===== src/rtl/gshare_pht.sv =====
// gshare branch direction predictor: a table of saturating counters indexed by
// PC bits XOR global history, with a registered predict port and a separate
// training port that also shifts the global history register.
// Optional statistics counters are built when GSHARE_PHT_STATS_EN is defined.
module gshare_pht #(
    parameter int unsigned IDX_BITS  = 8,
    parameter int unsigned CTR_BITS  = 2,
    parameter int unsigned HIST_BITS = 4
) (
    input  logic                clk,
    input  logic                rst_n,
    input  logic                pred_req,
    input  logic [IDX_BITS-1:0] pred_addr,
    output logic                pred_valid,
    output logic                pred_taken,
    output logic [IDX_BITS-1:0] pred_idx,
    input  logic                upd_valid,
    input  logic [IDX_BITS-1:0] upd_idx,
    input  logic                upd_taken
`ifdef GSHARE_PHT_STATS_EN
    ,
    input  logic                stat_clr,
    output logic [15:0]         stat_upd_cnt,
    output logic [15:0]         stat_mispred_cnt
`endif
);

    localparam int unsigned DEPTH = 1 << IDX_BITS;
    localparam logic [CTR_BITS-1:0] CTR_INIT = CTR_BITS'((1 << (CTR_BITS - 1)) - 1);
    localparam logic [CTR_BITS-1:0] CTR_MAX  = '1;

    logic [CTR_BITS-1:0]  ctr_q [DEPTH];
    logic [HIST_BITS-1:0] ghr_q;
    logic [IDX_BITS-1:0]  hash_idx_c;
    logic [CTR_BITS-1:0]  upd_old_c;
    logic [CTR_BITS-1:0]  upd_new_c;

    // gshare hash: PC bits XOR zero-extended history
    assign hash_idx_c = pred_addr ^ IDX_BITS'(ghr_q);

    // Saturating increment/decrement of the entry being trained
    always_comb begin
        upd_old_c = ctr_q[upd_idx];
        upd_new_c = upd_old_c;
        if (upd_taken) begin
            if (upd_old_c != CTR_MAX) upd_new_c = upd_old_c + CTR_BITS'(1);
        end else begin
            if (upd_old_c != '0) upd_new_c = upd_old_c - CTR_BITS'(1);
        end
    end

    // Counter table; reads elsewhere see pre-update values in the same cycle
    always_ff @(posedge clk or negedge rst_n) begin
        if (!rst_n) begin
            for (int unsigned i = 0; i < DEPTH; i++) ctr_q[i] <= CTR_INIT;
        end else if (upd_valid) begin
            ctr_q[upd_idx] <= upd_new_c;
        end
    end

    // Non-speculative global history, shifted in at resolve time
    always_ff @(posedge clk or negedge rst_n) begin
        if (!rst_n) begin
            ghr_q <= '0;
        end else if (upd_valid) begin
            ghr_q <= HIST_BITS'({ghr_q, upd_taken});
        end
    end

    // Registered prediction; taken/idx hold when no request is made
    always_ff @(posedge clk or negedge rst_n) begin
        if (!rst_n) begin
            pred_valid <= 1'b0;
            pred_taken <= 1'b0;
            pred_idx   <= '0;
        end else begin
            pred_valid <= pred_req;
            if (pred_req) begin
                pred_idx   <= hash_idx_c;
                pred_taken <= ctr_q[hash_idx_c][CTR_BITS-1];
            end
        end
    end

`ifdef GSHARE_PHT_STATS_EN
    logic mispred_c;

    // A misprediction is judged against the counter state before training
    assign mispred_c = upd_old_c[CTR_BITS-1] != upd_taken;

    // Saturating update and mispredict counters; clear wins over increment
    always_ff @(posedge clk or negedge rst_n) begin
        if (!rst_n) begin
            stat_upd_cnt     <= '0;
            stat_mispred_cnt <= '0;
        end else if (stat_clr) begin
            stat_upd_cnt     <= '0;
            stat_mispred_cnt <= '0;
        end else if (upd_valid) begin
            if (stat_upd_cnt != 16'hFFFF) stat_upd_cnt <= stat_upd_cnt + 16'd1;
            if (mispred_c && (stat_mispred_cnt != 16'hFFFF))
                stat_mispred_cnt <= stat_mispred_cnt + 16'd1;
        end
    end
`endif

endmodule


===== config.mk =====
export PLATFORM = sky130hd
export DESIGN_NAME = gshare_pht
export DESIGN_NICKNAME = d
export VERILOG_FILES = /design/src/rtl/gshare_pht.sv
export SDC_FILE = /design/constraint.sdc
export NUM_CORES = 1
export LEC_CHECK = 0
export BUFFER_PORTS_ARGS = -buffer_cell sky130_fd_sc_hd__buf_2
export CORE_MARGIN = 3
export CORE_UTILIZATION = 55
export CTS_BUF_LIST = sky130_fd_sc_hd__clkbuf_2
export DETAILED_ROUTE_END_ITERATION = 8
export GPL_ROUTABILITY_DRIVEN = 0
export PLACE_DENSITY = 0.71
export RECOVER_POWER = 25
export SLEW_MARGIN = 10
export SYNTH_ARGS = -nofsm -noshare
export SYNTH_HDL_FRONTEND = slang
export SYNTH_SLANG_ARGS = --single-unit

===== constraint.sdc =====
create_clock -name clk -period 5.3 [get_ports clk]
set_input_delay 0.795 -clock clk [delete_from_list [all_inputs] [get_ports clk]]
set_output_delay 0.795 -clock clk [all_outputs]
set_load 0.05 [all_outputs]

# ---- Word level (Yosys, flattened, before mapping)
# Cells that the tools add are included.
dict set report op_classes {
  n_addsub 2
  magnitude_cmp 3
  n_eq_ne 1
  muxes 12
  n_bitwise 3
  n_reduce_logical 2
}
# op count
set op_table {}
lappend op_table {{bitwise mux 512 bit} 1}
lappend op_table {{binary-select mux 2 bit (select 8 bit)} 2}
lappend op_table {{greater-or-equal comparator 9 bit (second input constant)} 2}
lappend op_table {{inverter 8 -> 9 bit} 2}
lappend op_table {{demux 2 bit (select 8 bit)} 1}
lappend op_table {{2-to-1 mux 2 bit} 8}
lappend op_table {{less-than comparator 9 x 1 -> 1 bit (second input constant)} 1}
lappend op_table {{XOR 8 x 4 -> 8 bit} 1}
lappend op_table {{adder 2 x 1 -> 2 bit (second input constant)} 1}
lappend op_table {{inequality test 2 bit (second input constant)} 1}
lappend op_table {{nonzero test 2 bit} 1}
lappend op_table {{subtractor 2 x 1 -> 2 bit (second input constant)} 1}
lappend op_table {{logical AND 1 bit} 1}
dict set report totals {
  ff_bits 526
  input_bits 21
  out_inout_bits 10
  word_cells 283
}

# ---- Depth between registers and ports, before layout
dict set report logic_depth {
  word_depth 8
  ltp_mapped 15
  ltp_nobuf 8
}

# ---- Least setup slack after synthesis
# OpenSTA, ideal clock, no wires.
dict set report synth_timing {
  path_kind {input-to-reg}
  from {input port upd_idx[0]}
  to {register ctr_q[384] in the netlist's numbering}
  setup_time_ps 73
  arrival_time_ps 3406
  t_required_ps 5227
  slack_ps 1822
  path_stages 13
  path_buffers 5
  path_cell_list {buf_6 > buf_6 > buf_2 > mux2i_1 > a22oi_1 > a32o_1 > a221o_1 > nor4_2 > nand3_1 > maj3_2 > buf_4 > buf_6 > o21ai_1}
}
dict set report synth_via {
  elab_chain_len 8
  elab_cells_between_ends 17
  classes_between {2 x add/sub; 2 x order compare; 1 x eq/ne; 9 x mux; 1 x bitwise; 2 x reduce/logical}
}
# item line_no
set synth_lines {}
lappend synth_lines {{start: declaration} 18} ;# input logic [IDX_BITS-1:0] upd_idx,
lappend synth_lines {{inverter 8 -> 9 bit (implied by the code) (*)} {43, 57}}
lappend synth_lines {{binary-select mux 2 bit (select 8 bit)} 43} ;# upd_old_c = ctr_q[upd_idx];
lappend synth_lines {{2-to-1 mux 2 bit (implied by the code) (2 in series)} 43}
lappend synth_lines {{subtractor 2 x 1 -> 2 bit, or another cell as far along} 48} ;# if (upd_old_c != '0) upd_new_c = upd_old_c - CTR_BITS'(1);
lappend synth_lines {{2-to-1 mux 2 bit, on equally long branches} {48, 46}}
lappend synth_lines {{2-to-1 mux 2 bit} 45} ;# if (upd_taken) begin
lappend synth_lines {{bitwise mux 512 bit (*)} 57} ;# ctr_q[upd_idx] <= upd_new_c;
lappend synth_lines {{end signal: indexed assignment} 57}
lappend synth_lines {{end: declaration} 32} ;# logic [CTR_BITS-1:0] ctr_q [DEPTH];
# Mark *: on every way between the ends. The rest lies on a longest branch, timed or not. The select of a mux whose other input is x is not followed.
# A chain may end at the register's enable or synchronous reset.

==> run summary <==
The endpoint of the lowest-slack register-to-register path is ctr_q[405]$_DFFE_PN0P_. The critical path is of the in2async type. The core region is 46,900 um^2.

For the number of global-route vias before repair, the log shows 21,700. Reported max-cap violation count: 1. The total leakage power was 11.3 nW. The wire-length estimate of the detail-placed layout is 53,900 um.

The final layout contains routed wiring with a total length of 82,400 um. The number of buffers on the longest clock path came out at 3. After detailed routing, the number of remaining DRC violations is 0.

The portion of the clock cycle consumed by the worst path in the final layout is 75.5%. The worst reg2reg path depth was 9. The checks that failed: capacitance limit, slew limit. The final route contains 21,400 vias.

The library cell used as clock root buffer is clkbuf_2. CTS built an H-tree with a depth of 4. After synthesis, the share of flip-flops with an asynchronous set or reset is 100%. The critical path starts at rst_n. Sequential elements use 51.3% of the synthesized area. After floorplanning, the core was divided into 79 placement rows. The clock reaches the later pin of the worst-skew pair after 1.36 ns. In the final layout, the share of cells above drive strength 1 is 29.3%. The top cell type by area accounts for 25.7% of the synthesized area.

The first global-routing pass estimated 128,000 um of wire. The average wire per cell in the routed design is 24.3 um. The power density of the placed cells is 302 nW/um^2. The fraction of the core area covered by cells at the end of the flow is 61.5%.

The maximum resistive drop on vdd was 0.183 mV. For this run, the detailed router's first-pass iteration total came to 6. In this run the tightest slew margin relative to its limit is -84.9%. The worst register-to-register path begins at ctr_q[35]$_DFFE_PN0P_. During I/O placement, the number of pins put on the boundary was 31.

In the post-synthesis netlist, the biggest area contributors are dfrtp_1 26%, dfstp_2 26%, mux4_2 14%. The finished cells cover 28,800 um^2. The total overflow left after global routing is 0. The area growth from synthesis to layout is 9.52%.

The run gives 56.1% as the starting density of the core. Counting both buffers and inverters, the worst setup path holds a total of 3. The kind of cell adding the most delay to the critical path was buffers and inverters. The logs give 50,500 um^2 for the die area and 201 for the number of max-slew violations in the final report.

The number of violations reported at the end of detailed-routing iteration 0 is 2,191. Clock-pin slew was measured on the worst setup and hold paths at 0.09 ns. The critical path endpoint category is an asynchronous set/reset pin. The logs give 33.7% for the overall track demand over capacity in global routing and 4.81 ns for the data arrival time of the critical path. The number of enable flip-flop cells after synthesis is 0. Class of the tightest hold or removal check: in2reg.

The stage delay of the slowest cell on the critical path is 2.01 ns. Measured along the x axis, the die boundary spans 225 um. The remaining antenna violation count after routing came out at 0. Pin count of the biggest net entering global routing: 201. In this run, synthesis produced a sequential element count of 526. For the maximum clock rate, the log shows 0.250 GHz.

The largest driver fanout on the critical path was 200. In the final design database the tool counted 2,694 nets. In this run, distinct cell masters in the synthesized netlist total 58. The logs give 0 for the final hold violation count and 3 for the number of antenna violations at the first check in global routing.

TritonCTS built the clock tree. For the post-synth net total, the log shows 2,595. Of all cell types, the one taking the most synthesized area is dfrtp_1.

The number of setup violations in the final report was 0. The final setup TNS is 0 ns. The average vias per placed instance was 6.30. In this run the worst setup path terminates at ctr_q[135]$_DFFE_PN0P_. The cell count after synthesis came out at 2,574. Slew at the pin with the worst max-slew slack: 2.77 ns. The tools report the worst setup skew after layout as 0.105 ns.

The signal on the critical path passes through dlygate4sd3_1 > clkbuf_1 > clkbuf_4. For the number of clock sinks seen by CTS, the log shows 526. The prevailing post-synth register cell was dfrtp_1. The required time reported for the critical path endpoint is 6.11 ns, and the total placed instance area is 27,300 um^2. Among all stages on the critical path, the largest delay is contributed by clkbuf_4. The die boundary height was 225 um.

The logic depth of the worst setup path including buffers was 3. STA classifies the critical path startpoint as an input pin. Gates resized during post-CTS repair numbered 0. The number of buffers inserted by port buffering works out to 30. The number of warnings printed during yosys synthesis came out at 0.

Setup repair after global routing left no endpoint under its margin. The mean post-synth cell area was 10.2 um^2. The final period demand of the worst path is 4.00 ns. Summing every instance area after synthesis gives 26,300 um^2.

For flop-to-flop paths, the worst setup slack is 1.46 ns. The flow ran to the end, but the final reports show violations. For the number of buffers inserted during clock tree synthesis, the log shows 140.
worst min-delay path by stage:
stage	startpoint	slack, ns	cells past startpoint	end
floorplan	ctr_q[438]$_DFFE_PN1P_	0.44	2	ctr_q[438]$_DFFE_PN1P_
global placement	ctr_q[390]$_DFFE_PN1P_	0.45	2	ctr_q[390]$_DFFE_PN1P_
detailed placement	ctr_q[58]$_DFFE_PN1P_	0.45	2	ctr_q[58]$_DFFE_PN1P_
CTS	rst_n	0.02	2	ctr_q[6]$_DFFE_PN1P_
global route	pred_addr[4]	0.07	2	pred_idx[4]$_DFFE_PN0P_
finish	pred_addr[4]	0.18	2	pred_idx[4]$_DFFE_PN0P_
worst reg2reg max path, cell delays in order (launching register included):
cell     delay (ns)
dfrtp_1        0.43
mux4_2         0.47
a22oi_1        0.32
a21oi_1        0.26
o41ai_1        0.79
nand3_1        0.17
nand2_1        0.17
a21o_4         0.59
buf_4          0.37
o21ai_0        0.13
cell families after synthesis:
logic type	count (synthesis)	synth area share, %
muxes	214	16.0
and+or+nand+nor	987	15.0
AOI/OAI and AO/OA	659	13.7
adders and majority gates	1	0.0428
xor gates and xnor gates	7	0.262
DFF	526	51.3
buffers and inverters	180	3.67
what timing repair did:
item,4_1_cts,5_1_grt
endpoints found under the hold margin,306,0
setup buffers,0,0
hold buffers,12,0
stage by stage:
step | setup slack, ns | hold WS, ns | power (mW) | cells
finish | 1.30 | 0.176 | 8.71 | 3399
global route | 0.859 | 0.0685 | 9.10 | 3399
CTS | 1.66 | 0.0185 | 8.74 | 3395
detailed placement | 0.483 | 0.454 | 5.71 | 3126
global placement | 0.526 | 0.447 | 5.68 | 3126
floorplan | 1.82 | 0.441 | 5.20 | 2574
synth_stat cells, types with 2 or more instances:
cell type and number:
nand2_1 845, o21ai_0 275, dfrtp_1 270, dfstp_2 256, o21ai_1 240, mux4_2 163, clkbuf_1 97, a22oi_1 53
nor2_1 43, mux2i_1 39, a21oi_1 36, nand3_1 35, buf_6 30, buf_2 24, buf_1 14, mux2_2 12
o2111ai_1 11, nand4_1 10, nor2b_1 10, buf_4 9, nand2b_1 9, nor3_1 9, a32oi_1 7, a31oi_1 5
and2_1 5, o211ai_1 5, a211oi_1 4, inv_1 4, nor4bb_1 4, o41ai_1 4, xnor2_1 4, a221oi_1 3
and4b_1 3, nor4_1 3, a221o_1 2, a22o_1 2, a2bb2oi_1 2, a311o_1 2, and3_1 2, and4_1 2
nor4b_2 2, o22ai_1 2, xor2_1 2
cell usage in the layout (no fill, tap or decap), types with 17 or more instances in the layout:
cell type	Yosys	layout
nand2_1	845	845
clkbuf_2	0	230
buf_12	0	17
mux2i_1	39	39
buf_2	24	26
o21ai_0	275	275
nand3_1	35	35
nor2_1	43	41
o21ai_1	240	240
dfrtp_1	270	270
a22oi_1	53	53
a21oi_1	36	36
mux4_2	163	163
dfstp_2	256	256
buf_4	9	72
routing by layer:
layer  up-vias  GRT usage [%]  share of wire (%)
met1     10500           44.1                 38
met4         4           18.7                5.6
met2      1183           50.4                 45
met3       305           10.5                 11
li1       9473              -                  -
met5         -           1.33               0.13
registers in the layout, indices dropped and copies added (netlist names):
register    cells
pred_valid      1
pred_taken      1
pred_idx        8
ctr_q         512
ghr_q           4
area by class of cell:
cell class	instances	area, um^2
Clock buffer	230	1150
Sequential cell	526	13500
Antenna cell	4	10.0
Tap cell	607	759
Timing Repair Buffer	131	1160
Fill cell	3909	18100
Clock inverter	27	199
Multi-Input combinational cell	1868	12000
Inverter	6	22.5
where the power goes:
part	internal (mW)	switching (mW)	leakage (nW)
Sequential	4.27	0.119	6.37
Combinational	0.416	0.878	3.85
Clock	1.28	1.74	1.05
Note: power is estimated with default switching activity, not from simulation.
